$ cat src/rtl/pipe_ctrl_pkg.sv
// Shared definitions for the pipeline hazard/exception controller:
// stall encodings, FSM state codes and default redirect constants.
package pipe_ctrl_pkg;

    localparam logic STOP       = 1'b1;
    localparam logic NO_STOP    = 1'b0;
    localparam logic RST_ENABLE = 1'b1;

    localparam logic [5:0] STALL_NONE = 6'b000000;
    localparam logic [5:0] STALL_ID   = 6'b000111;
    localparam logic [5:0] STALL_EX   = 6'b001111;
    localparam logic [5:0] STALL_MEM  = 6'b011111;

    localparam logic [31:0] DEF_EXC_VECTOR = 32'h0000_0020;
    localparam logic [31:0] DEF_ERET_CODE  = 32'h0000_000E;
    localparam int unsigned DEF_MC_LEN_W   = 6;

    typedef enum logic [1:0] {
        S_RUN   = 2'd0,
        S_MC    = 2'd1,
        S_FLUSH = 2'd2
    } state_e;

    // Highest-priority request wins; each level stops every earlier stage too.
    function automatic logic [5:0] stall_sel(input logic mem_req, input logic ex_req,
                                             input logic id_req);
        if (mem_req)     return STALL_MEM;
        else if (ex_req) return STALL_EX;
        else if (id_req) return STALL_ID;
        else             return STALL_NONE;
    endfunction

endpackage

$ cat src/rtl/pipe_mc_counter.sv
// Multi-cycle EX occupancy counter: loads len-1 on start, counts down while MEM
// is not stalling, and drives the registered busy flag.
module pipe_mc_counter
    import pipe_ctrl_pkg::*;
#(
    parameter int unsigned MC_LEN_W = DEF_MC_LEN_W
) (
    input  logic                clk,
    input  logic                rst,
    input  logic                clear_i,
    input  logic                load_i,
    input  logic [MC_LEN_W-1:0] len_i,
    input  logic                hold_i,
    output logic [MC_LEN_W-1:0] cnt_o,
    output logic                busy_o
);

    logic [MC_LEN_W-1:0] cnt_q, cnt_d;
    logic                busy_q, busy_d;

    always_comb begin
        cnt_d  = cnt_q;
        busy_d = busy_q;
        if (clear_i) begin
            cnt_d  = '0;
            busy_d = 1'b0;
        end else if (load_i) begin
            cnt_d  = len_i - MC_LEN_W'(1);
            busy_d = 1'b1;
        end else if (busy_q && !hold_i && (cnt_q != '0)) begin
            cnt_d = cnt_q - MC_LEN_W'(1);
            if (cnt_q == MC_LEN_W'(1)) busy_d = 1'b0;
        end
    end

    always_ff @(posedge clk) begin
        if (rst == RST_ENABLE) begin
            cnt_q  <= '0;
            busy_q <= 1'b0;
        end else begin
            cnt_q  <= cnt_d;
            busy_q <= busy_d;
        end
    end

    assign cnt_o  = cnt_q;
    assign busy_o = busy_q;

endmodule

$ cat src/rtl/pipe_ctrl.sv
// Pipeline stall/flush controller for the 5-stage core. Define
// PIPE_CTRL_PERF_CNT_EN to add saturating stall-cycle and flush counters.
module pipe_ctrl
    import pipe_ctrl_pkg::*;
#(
    parameter logic [31:0] EXC_VECTOR = DEF_EXC_VECTOR,
    parameter logic [31:0] ERET_CODE  = DEF_ERET_CODE,
    parameter int unsigned MC_LEN_W   = DEF_MC_LEN_W
) (
    input  logic                clk,
    input  logic                rst,
    input  logic                stallreq_id,
    input  logic                stallreq_ex,
    input  logic                stallreq_mem,
    input  logic                ex_mc_start,
    input  logic [MC_LEN_W-1:0] ex_mc_len,
    input  logic [31:0]         excptype_i,
    input  logic [31:0]         epc_i,
    output logic [5:0]          stall,
    output logic                flush,
    output logic [31:0]         new_pc,
    output logic                mc_busy
`ifdef PIPE_CTRL_PERF_CNT_EN
    ,
    output logic [31:0]         perf_stall_cyc,
    output logic [15:0]         perf_flush_cnt
`endif
);

    state_e              state_q, state_d;
    logic                exc, mc_go, mc_load, mc_clear;
    logic [MC_LEN_W-1:0] mc_cnt;
    logic [31:0]         redirect_pc;

    assign exc         = (excptype_i != 32'h0);
    assign redirect_pc = (excptype_i == ERET_CODE) ? epc_i : EXC_VECTOR;
    assign mc_go       = ex_mc_start && (ex_mc_len >= MC_LEN_W'(2));

    always_comb begin
        stall    = STALL_NONE;
        flush    = 1'b0;
        new_pc   = 32'h0;
        state_d  = state_q;
        mc_load  = 1'b0;
        mc_clear = 1'b0;
        if (rst != RST_ENABLE) begin
            unique case (state_q)
                S_RUN: begin
                    if (exc) begin
                        flush    = 1'b1;
                        new_pc   = redirect_pc;
                        mc_clear = 1'b1;
                        state_d  = S_FLUSH;
                    end else begin
                        stall = stall_sel(stallreq_mem, stallreq_ex || mc_go, stallreq_id);
                        if (mc_go) begin
                            mc_load = 1'b1;
                            state_d = S_MC;
                        end
                    end
                end
                S_MC: begin
                    if (exc) begin
                        flush    = 1'b1;
                        new_pc   = redirect_pc;
                        mc_clear = 1'b1;
                        state_d  = S_FLUSH;
                    end else begin
                        stall = stall_sel(stallreq_mem, 1'b1, stallreq_id);
                        if (!stallreq_mem && (mc_cnt == MC_LEN_W'(1))) state_d = S_RUN;
                    end
                end
                S_FLUSH: state_d = S_RUN;
                default: state_d = S_RUN;
            endcase
        end
    end

    always_ff @(posedge clk) begin
        if (rst == RST_ENABLE) state_q <= S_RUN;
        else                   state_q <= state_d;
    end

    pipe_mc_counter #(
        .MC_LEN_W (MC_LEN_W)
    ) u_mc_counter (
        .clk     (clk),
        .rst     (rst),
        .clear_i (mc_clear),
        .load_i  (mc_load),
        .len_i   (ex_mc_len),
        .hold_i  (stallreq_mem),
        .cnt_o   (mc_cnt),
        .busy_o  (mc_busy)
    );

`ifdef PIPE_CTRL_PERF_CNT_EN
    logic [31:0] perf_stall_q;
    logic [15:0] perf_flush_q;

    always_ff @(posedge clk) begin
        if (rst == RST_ENABLE) begin
            perf_stall_q <= '0;
            perf_flush_q <= '0;
        end else begin
            if (stall[0] == STOP && perf_stall_q != '1) perf_stall_q <= perf_stall_q + 32'd1;
            if (flush && perf_flush_q != '1)            perf_flush_q <= perf_flush_q + 16'd1;
        end
    end

    assign perf_stall_cyc = perf_stall_q;
    assign perf_flush_cnt = perf_flush_q;
`else
    // Performance counters are not built in this configuration.
`endif

endmodule

$ cat config.mk
export PLATFORM = sky130hd
export DESIGN_NAME = pipe_ctrl
export DESIGN_NICKNAME = d
export VERILOG_FILES = /design/src/rtl/pipe_ctrl_pkg.sv /design/src/rtl/pipe_mc_counter.sv /design/src/rtl/pipe_ctrl.sv
export SDC_FILE = /design/constraint.sdc
export NUM_CORES = 1
export LEC_CHECK = 0
export CAP_MARGIN = 10
export CORE_MARGIN = 2
export CORE_UTILIZATION = 41
export CTS_CLUSTER_SIZE = 25
export DETAILED_ROUTE_END_ITERATION = 16
export DONT_BUFFER_PORTS = 1
export GPL_TIMING_DRIVEN = 0
export HOLD_SLACK_MARGIN = 0.1
export SLEW_MARGIN = 25
export SYNTH_ARGS = -nofsm -noshare
export SYNTH_HDL_FRONTEND = slang
export SYNTH_SLANG_ARGS = --single-unit
$ cat constraint.sdc
create_clock -name clk -period 2.2 [get_ports clk]
set_input_delay 0.22 -clock clk [delete_from_list [all_inputs] [get_ports clk]]
set_output_delay 0.22 -clock clk [all_outputs]
set_load 0.02 [all_outputs]
==> impl_metrics.yaml <==
clock_tree:
  h-tree-depth: 1
  clk_latency_ns: 0.26
  cts_root_buf: "clkbuf_4"
  cts_tree: "yes"
  cts_sinks: 9
  clk_pin_slew_ns: 0.07
  cts_made_buffers: 3
  clock_path_buffers: 2
logic_synthesis:
  synth_edf_count: 0
  netlist_instances: 131
  yosysSeqAreaShare: 0.1816
  ys_async_sr_fraction: 0
  yosysTopAreaCell: "and2_1"
  ys_types: 34
  syn_area_per_cell_um2: 7.574
  syn_nets: 212
  yosysTopAreaCellShare: 0.1955
  synthesis.area_um2: 992.2
  ys_warn_count: 0
  synth-main-ff-cell: "dfxtp_1"
  synth.area.top_cells: "and2_1 20%, dfxtp_1 18%, a211oi_1 6.8%"
  synth-seq-cells: 9
drt:
  vias: 977
  routedWlPerCell_um: 18.15
  wl_um: 3013
  drtIter0Drc: 8
  ant_nets: 0
  drc: 0
  viasPerCell: 5.886
  firstDrtPassIters: 4
place:
  gp_congestion: 0.7487
  dp_hpwl_um: 2586
  place_inst: 159
  port_buffers: 0
  dp_slack_ns: -0.2176
finish:
  layout-drive-gt1-share: 0.1522
  multi_input_area_um2: 779.5
  syn2layout_area_growth_pct: 13.24
  final_util: 0.4983
  antennaDiodeCount: 0
  final_cells: 166
  regArea_um2: 180.2
  nNetsFinal: 220
  nFillCells: 243
grt:
  grt_antenna_before_repair: 0
  grt_pass1_vias: 917
  grt_pass1_wl_um: 4278
  grt-ovfl-total: 0
  grt_usage: 0.2085
  grt_max_degree: 11
flow_run:
  cap_violations: 0
worst_setup_path:
  crit_chain: "nor4_1, nand4_1, nor3_2, nand2_1, a31oi_4, buf_4"
  slowest_delay_ns: 0.33
  critPathLaunchType: "input pin"
  cp_max_fo: 4
  criticalPathCategory: "in2out"
  setup.worst_path.end_class: "output port"
  crit_required_ns: 1.98
  cp_data_arrival_time_ns: 1.78
  cpMaxStageDelayCell: "nor3_2"
floorplan:
  initial_utilization: 0.4401
  fp.dieH_um: 53.20
  ios: 116
  die_area_um2: 2830
  core_area_um2: 2255
  rows: 17
  die_w_um: 53.20
hold_path:
  min_path_type: "in2reg"
sta:
  worst_slack_ns: 0.1953
  fmax_mhz: 498.8
  finalSetupTns_ns: 0
  min_period_over_period: 0.9112
  layout_min_cycle_time_ns: 2.005
  maxSlewViolCount: 0
  hold_viol: 0
  slew_headroom: 0.4728
  rsz0062_at_grt: "false"
  fin_skew_ns: 0.006128
  setup_viol: 0
  worst_pin_slew_ns: 0.7838
pwr:
  vdd_drop_max_mv: 0.2805
  p_leak_uw: 0.0004096
  powerDensity_nw_per_um2: 305.0
status:
  outcome: "finished clean"
## layer usage
layer  part of all wire  GRT usage
met5                  0          0
met4            0.00033    0.05128
met3              0.054    0.03107
met1               0.39     0.2534
met2               0.55     0.3792
## cells in the final DEF, fill, tap and decap left out, types with 2 or more instances in the layout
cell	instances
a211oi_1	9
and2_1	28
xor2_1	3
nor3_1	6
ha_1	5
dlygate4sd3_1	2
a21oi_1	3
and2_2	3
mux2i_1	2
nor2_1	14
nor4_1	7
buf_4	4
inv_1	7
or4_1	2
clkbuf_2	3
dfxtp_1	9
nand2_1	2
clkbuf_4	3
nand3_1	2
nand4_1	2
xnor2_1	4
## flip-flops by register name (all words and copies together), names as in the netlist
signal	count
u_mc_counter.cnt_o	6
state_q	2
u_mc_counter.busy_o	1
## where the power goes
part	internal (uW)	switching, uW
logic	20.4	24.5
registers	164	2.69
clock network	70.0	60.9
total	255	88.1
## cells in the mapped netlist (2+ instances only)
cell type  count
nor4_1         7
a211oi_1       9
nand2_1        2
or4_1          2
ha_1           5
xor2_1         3
and2_1        31
nand4_1        2
dfxtp_1        9
nor2_1        14
nor3_1         7
mux2i_1        2
nand3_1        2
inv_1          7
buf_4          3
xnor2_1        4
clkbuf_1       3
a21oi_1        3
## cell type report
class | count | area share
sequential | 9 | 0.1604
clock buffer | 4 | 0.02339
tap | 28 | 0.03118
timing repair buffer | 3 | 0.02450
multi-input combinational | 108 | 0.6938
buffer | 7 | 0.04343
inverter | 7 | 0.02339
## kinds of logic after synthesis
group | Yosys count | share of synthesized area
compound gates | 19 | 0.1475
xor+xnor | 7 | 0.06179
fa+ha+maj | 5 | 0.06305
buf+inv | 14 | 0.07188
flops | 9 | 0.1816
mux | 2 | 0.02018
other cells | 1 | 0.003779
simple gates | 74 | 0.4502
## stage by stage
| step | hold WS, ns | instance area (um^2) | power [uW] |
|---|---|---|---|
| 4_1_cts | 0.1570 | 1091 | 343.8 |
| 6_report | 0.1562 | 1124 | 342.6 |
| 5_1_grt | 0.1762 | 1124 | 357.9 |
| 2_1_floorplan | 0.2968 | 992.2 | 203.8 |
| 3_3_place_gp | 0.2991 | 1027 | 208.9 |
| 3_5_place_dp | 0.3054 | 1027 | 209.4 |
## critical path, delay by kind of cell
family                 cells  cell delay (ns)
AO/OA/AOI/OAI              1             0.29
buffers and inverters      1             0.20
AND/OR/NAND/NOR            4             1.06
## path summary, 6_finish.rpt
check,startpoint,to,slack [ns],depth (start not counted)
max,excptype_i[26],stall[2],0.20,6
max reg2reg,u_mc_counter.busy_o,u_mc_counter.cnt_o[5],0.23,5
min reg2reg,state_q[0],state_q[0],0.55,2
min,ex_mc_len[3],u_mc_counter.cnt_o[3],0.16,2
## what timing repair did
action | 4_1_cts | 5_1_grt
pin swaps | 0 | 1
resized for setup | 3 | 9
endpoints found under the setup margin | 32 | 32
hold buffers | 2 | 0
cloned | 0 | 0
buffers inserted | 0 | 1
endpoints found under the hold margin | 2 | 0
No activity file was read; power rests on OpenSTA's default activity.
==> RTL change 1: new RTL, same settings <==
The 3 states of `state_e` get a one-hot encoding in 3 bits.
--- a/src/rtl/pipe_ctrl_pkg.sv
+++ b/src/rtl/pipe_ctrl_pkg.sv
@@ -15,10 +15,10 @@
     localparam logic [31:0] DEF_ERET_CODE  = 32'h0000_000E;
     localparam int unsigned DEF_MC_LEN_W   = 6;
 
-    typedef enum logic [1:0] {
-        S_RUN   = 2'd0,
-        S_MC    = 2'd1,
-        S_FLUSH = 2'd2
+    typedef enum logic [2:0] {
+        S_RUN   = 3'b001,
+        S_MC    = 3'b010,
+        S_FLUSH = 3'b100
     } state_e;
 
     // Highest-priority request wins; each level stops every earlier stage too.
Function: same outputs for any inputs over 10 cycles, from zero or initial values and one cycle with rst high; not proved beyond that.
==> RTL change 1 against the unedited design <==
The run now ends with negative setup slack left; worst hold slack better by 22 ps; cell area rose by 41%; global-route usage fell by 1.6 points; count of clock-buffer cells in the layout fell by 1; fmax shrank 9.8%; area after synthesis increased by 28%; total power rose by 24%; routed wire length up 22%; sequential power up 14%; sequential cell count rose by 1; worst setup slack lost 220 ps; clock skew decreased by 1.5 ps; critical endpoint is now new_pc[9]; largest power group unchanged.
==> RTL change 1: results (changes against the unedited design) <==
Status
  – Status: complete, but fails checks (was completed)
  – Failing checks: negative setup slack

GRT
  – GRT Total Usage: 0.192 (was 0.208)
  – First-pass GRT wire length: 4990 um (was 4280 um)
  – Met1 Use GR: 0.184 (was 0.253)
  – Vias in the first global route: 1057 (was 917)

Clock network
  – Post_cts resized: 40 (was 3)

Logic synthesis
  – Post-synthesis net count: 229 (was 212)
  – Yosys cell types: 44 (was 34)
  – Seq/Total Area, Yosys: 0.157 (was 0.182)
  – Area contributors post-synth: dfxtp_1 16%, and2_1 15%, nor4_4 10% (was and2_1 20%, dfxtp_1 18%, a211oi_1 6.8%)

Placed design
  – Pre-CTS setup slack: -15.8 ps (was -218 ps)
  – Post-DP Area: 0.00132 mm^2 (was 0.00103 mm^2)
  – Inst Count DP: 181 (was 159)

STA
  – Slew of the pin with the lowest slew margin: 566 ps (was 784 ps)
  – Setup-failing EPs final: 30 (was 0)
  – Hold WS: 178 ps (was 156 ps)
  – Worst setup margin: -23.4 ps (was 195 ps)
  – TNS Setup: -434 ps (was 0 ps)

Route
  – Met2 WL: 2150 um (was 1660 um)
  – WL met1: 1240 um (was 1190 um)
  – DR iter-0 viols: 50 (was 8)
  – WL met3: 197 um (was 162 um)

Setup path
  – Crit path max fanout: 7 (was 4)
  – Type of the worst setup path: register to output port (was input port to output port)
  – Capturing point of the worst reg2reg path: u_mc_counter.cnt_o[4]$_SDFFE_PP0P_ (was u_mc_counter.cnt_o[5]$_SDFFE_PP0P_)
  – CP max stage delay: 420 ps (was 330 ps)

Cells and area
  – Design Area, Final: 0.00159 mm^2 (was 0.00112 mm^2)
  – Final nets: 244 (was 220)
  – Share of cells above drive strength 1: 0.534 (was 0.152)

Worst hold path
  – Min-delay src: ex_mc_len[5] (was ex_mc_len[3])
  – Hold Path End: u_mc_counter.cnt_o[5]$_SDFFE_PP0P_ (was u_mc_counter.cnt_o[3]$_SDFFE_PP0P_)
[RTL change 1: cell families after synthesis]
logic type / count (synthesis) / synth area share
xor gates and xnor gates: 7 / 0.0481
AOI/OAI and AO/OA: 27 / 0.178
DFF: 10 / 0.157
other: 1 / 0.00294
and+or+nand+nor: 85 / 0.515
adders and majority gates: 5 / 0.0491
buffers and inverters: 13 / 0.0500
[RTL change 1: power groups by stage]
stage / Combinational [W] / Sequential [W] / Clock (W)
global placement: 0.0000834 / 0.000192 / 0
CTS: 0.0000905 / 0.000189 / 0.000135
floorplan: 0.0000738 / 0.000191 / 0
detailed placement: 0.0000853 / 0.000193 / 0
global route: 0.000112 / 0.000191 / 0.000148
finish: 0.000104 / 0.000190 / 0.000129
[RTL change 1: cell type report]
class,instances,share of cell area
multi-input cells,125,0.714
flip-flops and latches,10,0.128
repair buffers,11,0.0630
plain buffers,7,0.0425
well taps,33,0.0260
clock buffers,3,0.0142
inverters,5,0.0118
==> RTL change 2: new RTL, same flow settings <==
Made on the original files. The package constant `RST_ENABLE` goes from 1'b1 to 1'b0.
--- a/src/rtl/pipe_ctrl_pkg.sv
+++ b/src/rtl/pipe_ctrl_pkg.sv
@@ -4,7 +4,7 @@
 
     localparam logic STOP       = 1'b1;
     localparam logic NO_STOP    = 1'b0;
-    localparam logic RST_ENABLE = 1'b1;
+    localparam logic RST_ENABLE = 1'b0;
 
     localparam logic [5:0] STALL_NONE = 6'b000000;
     localparam logic [5:0] STALL_ID   = 6'b000111;
Formal check against the unedited RTL: not equivalent (a bounded check fails within 4 cycles, from zero or initial values).
==> RTL change 2 against the unedited design <==
Worst setup slack got worse by 22 ps; first-iteration DRC count rose by 63%; sequential cell count stayed put; total power fell by 0.99%; cell area up 2.6%; routed wire length is 7.7% lower; area after synthesis increased by 3.4%; critical path type unchanged; largest cell class unchanged.
==> RTL change 2: results (changes against the unedited design) <==
Status
  – Status: completed (unchanged)

Setup path
  – Crit path DAT: 1810 ps (was 1780 ps)
  – CP max-delay cell: nor4_4 (was nor3_2)
  – Worst Setup SP: excptype_i[10] (was excptype_i[26])
  – Flop2flop setup slack: 170 ps (was 230 ps)
  – R2R depth: 4 (was 5)
  – CP max stage delay: 440 ps (was 330 ps)

GRT
  – GR Layer Usage met3: 0.0167 (was 0.0311)
  – First-pass GRT wire length: 3710 um (was 4280 um)
  – Vias in the first global route: 835 (was 917)
  – Met1 Use GR: 0.214 (was 0.253)
  – Initial antenna violation count: 0 (unchanged)

Logic synthesis
  – Post-Synth XOR/XNOR Area: 0.0598 (was 0.0618)
  – Yosys cell types: 37 (was 34)
  – Commonest cells in the netlist: 32 x and2_1, 13 x nor2_1, 9 x dfxtp_1 (was 31 x and2_1, 14 x nor2_1, 9 x a211oi_1, 9 x dfxtp_1)
  – Complex-gate fraction of the synthesized area: 0.152 (was 0.148)
  – Area contributors post-synth: and2_1 20%, dfxtp_1 18%, ha_1 6.1% (was and2_1 20%, dfxtp_1 18%, a211oi_1 6.8%)
  – Synthesized area per cell: 7.77 um^2 (was 7.57 um^2)
  – Post-synthesis adder-cell area fraction: 0.0610 (was 0.0631)
  – Seq/Total Area, Yosys: 0.176 (was 0.182)
  – Multiplexer share of the synthesized area: 0 (was 0.0202)

Route
  – Final wirelength: 2780 um (was 3010 um)
  – WL met1: 1050 um (was 1190 um)
  – Via Count: 979 (was 977)
  – DR iter-0 viols: 13 (was 8)
  – WL met3: 172 um (was 162 um)
  – DR WL/cell: 16.5 um (was 18.2 um)

Worst hold path
  – Min-delay src: ex_mc_len[2] (was ex_mc_len[3])
  – Hold Path End: u_mc_counter.cnt_o[2]$_SDFFE_PP0P_ (was u_mc_counter.cnt_o[3]$_SDFFE_PP0P_)

STA
  – Relative slew slack: 0.505 (was 0.473)

Power and ir drop
  – Maximum vdd drop: 0.000148 V (was 0.000280 V)
  – Pwr Total: 0.000339 W (was 0.000343 W)
  – NetSw: 0.0000863 W (was 0.0000881 W)
  – Power Combinational: 0.0000438 W (was 0.0000449 W)
  – Leakage: 0.436 nW (was 0.410 nW)

Cells and area
  – FILL cells: 231 (was 243)
  – Share of cells above drive strength 1: 0.165 (was 0.152)
  – Final nets: 221 (was 220)

Placed design
  – Inst Count DP: 162 (was 159)

Clock network
  – CTS hold repair buffers: 1 (was 2)
RTL change 2: cell types whose count changed in the layout (fill, tap and decap cells not counted), moves of 2 or more:
cell / before / now
nand2b_1: 1 / 4
mux2i_1: 2 / 0
nor4_1: 7 / 5
and2_2: 3 / 0
nor3_1: 6 / 4
nor4_2: 0 / 2
and2_1: 28 / 32
RTL change 2: layout make-up:
type / instances / share of cell area
buffer: 7 / 0.0413
tap: 30 / 0.0326
inverter: 7 / 0.0228
sequential: 9 / 0.156
multi-input combinational: 109 / 0.702
clock buffer: 4 / 0.0228
timing repair buffer: 3 / 0.0217
RTL change 2: through the flow:
step	TNS (ps)	setup slack, ps	cell area [um^2]	hold slack [ps]
floorplan	0	113	1030	316
global placement	-153	-76.6	1070	321
detailed placement	-182	-91.2	1070	324
CTS	0	20.6	1110	155
global route	-1.02	-1.02	1150	167
finish	0	174	1150	160
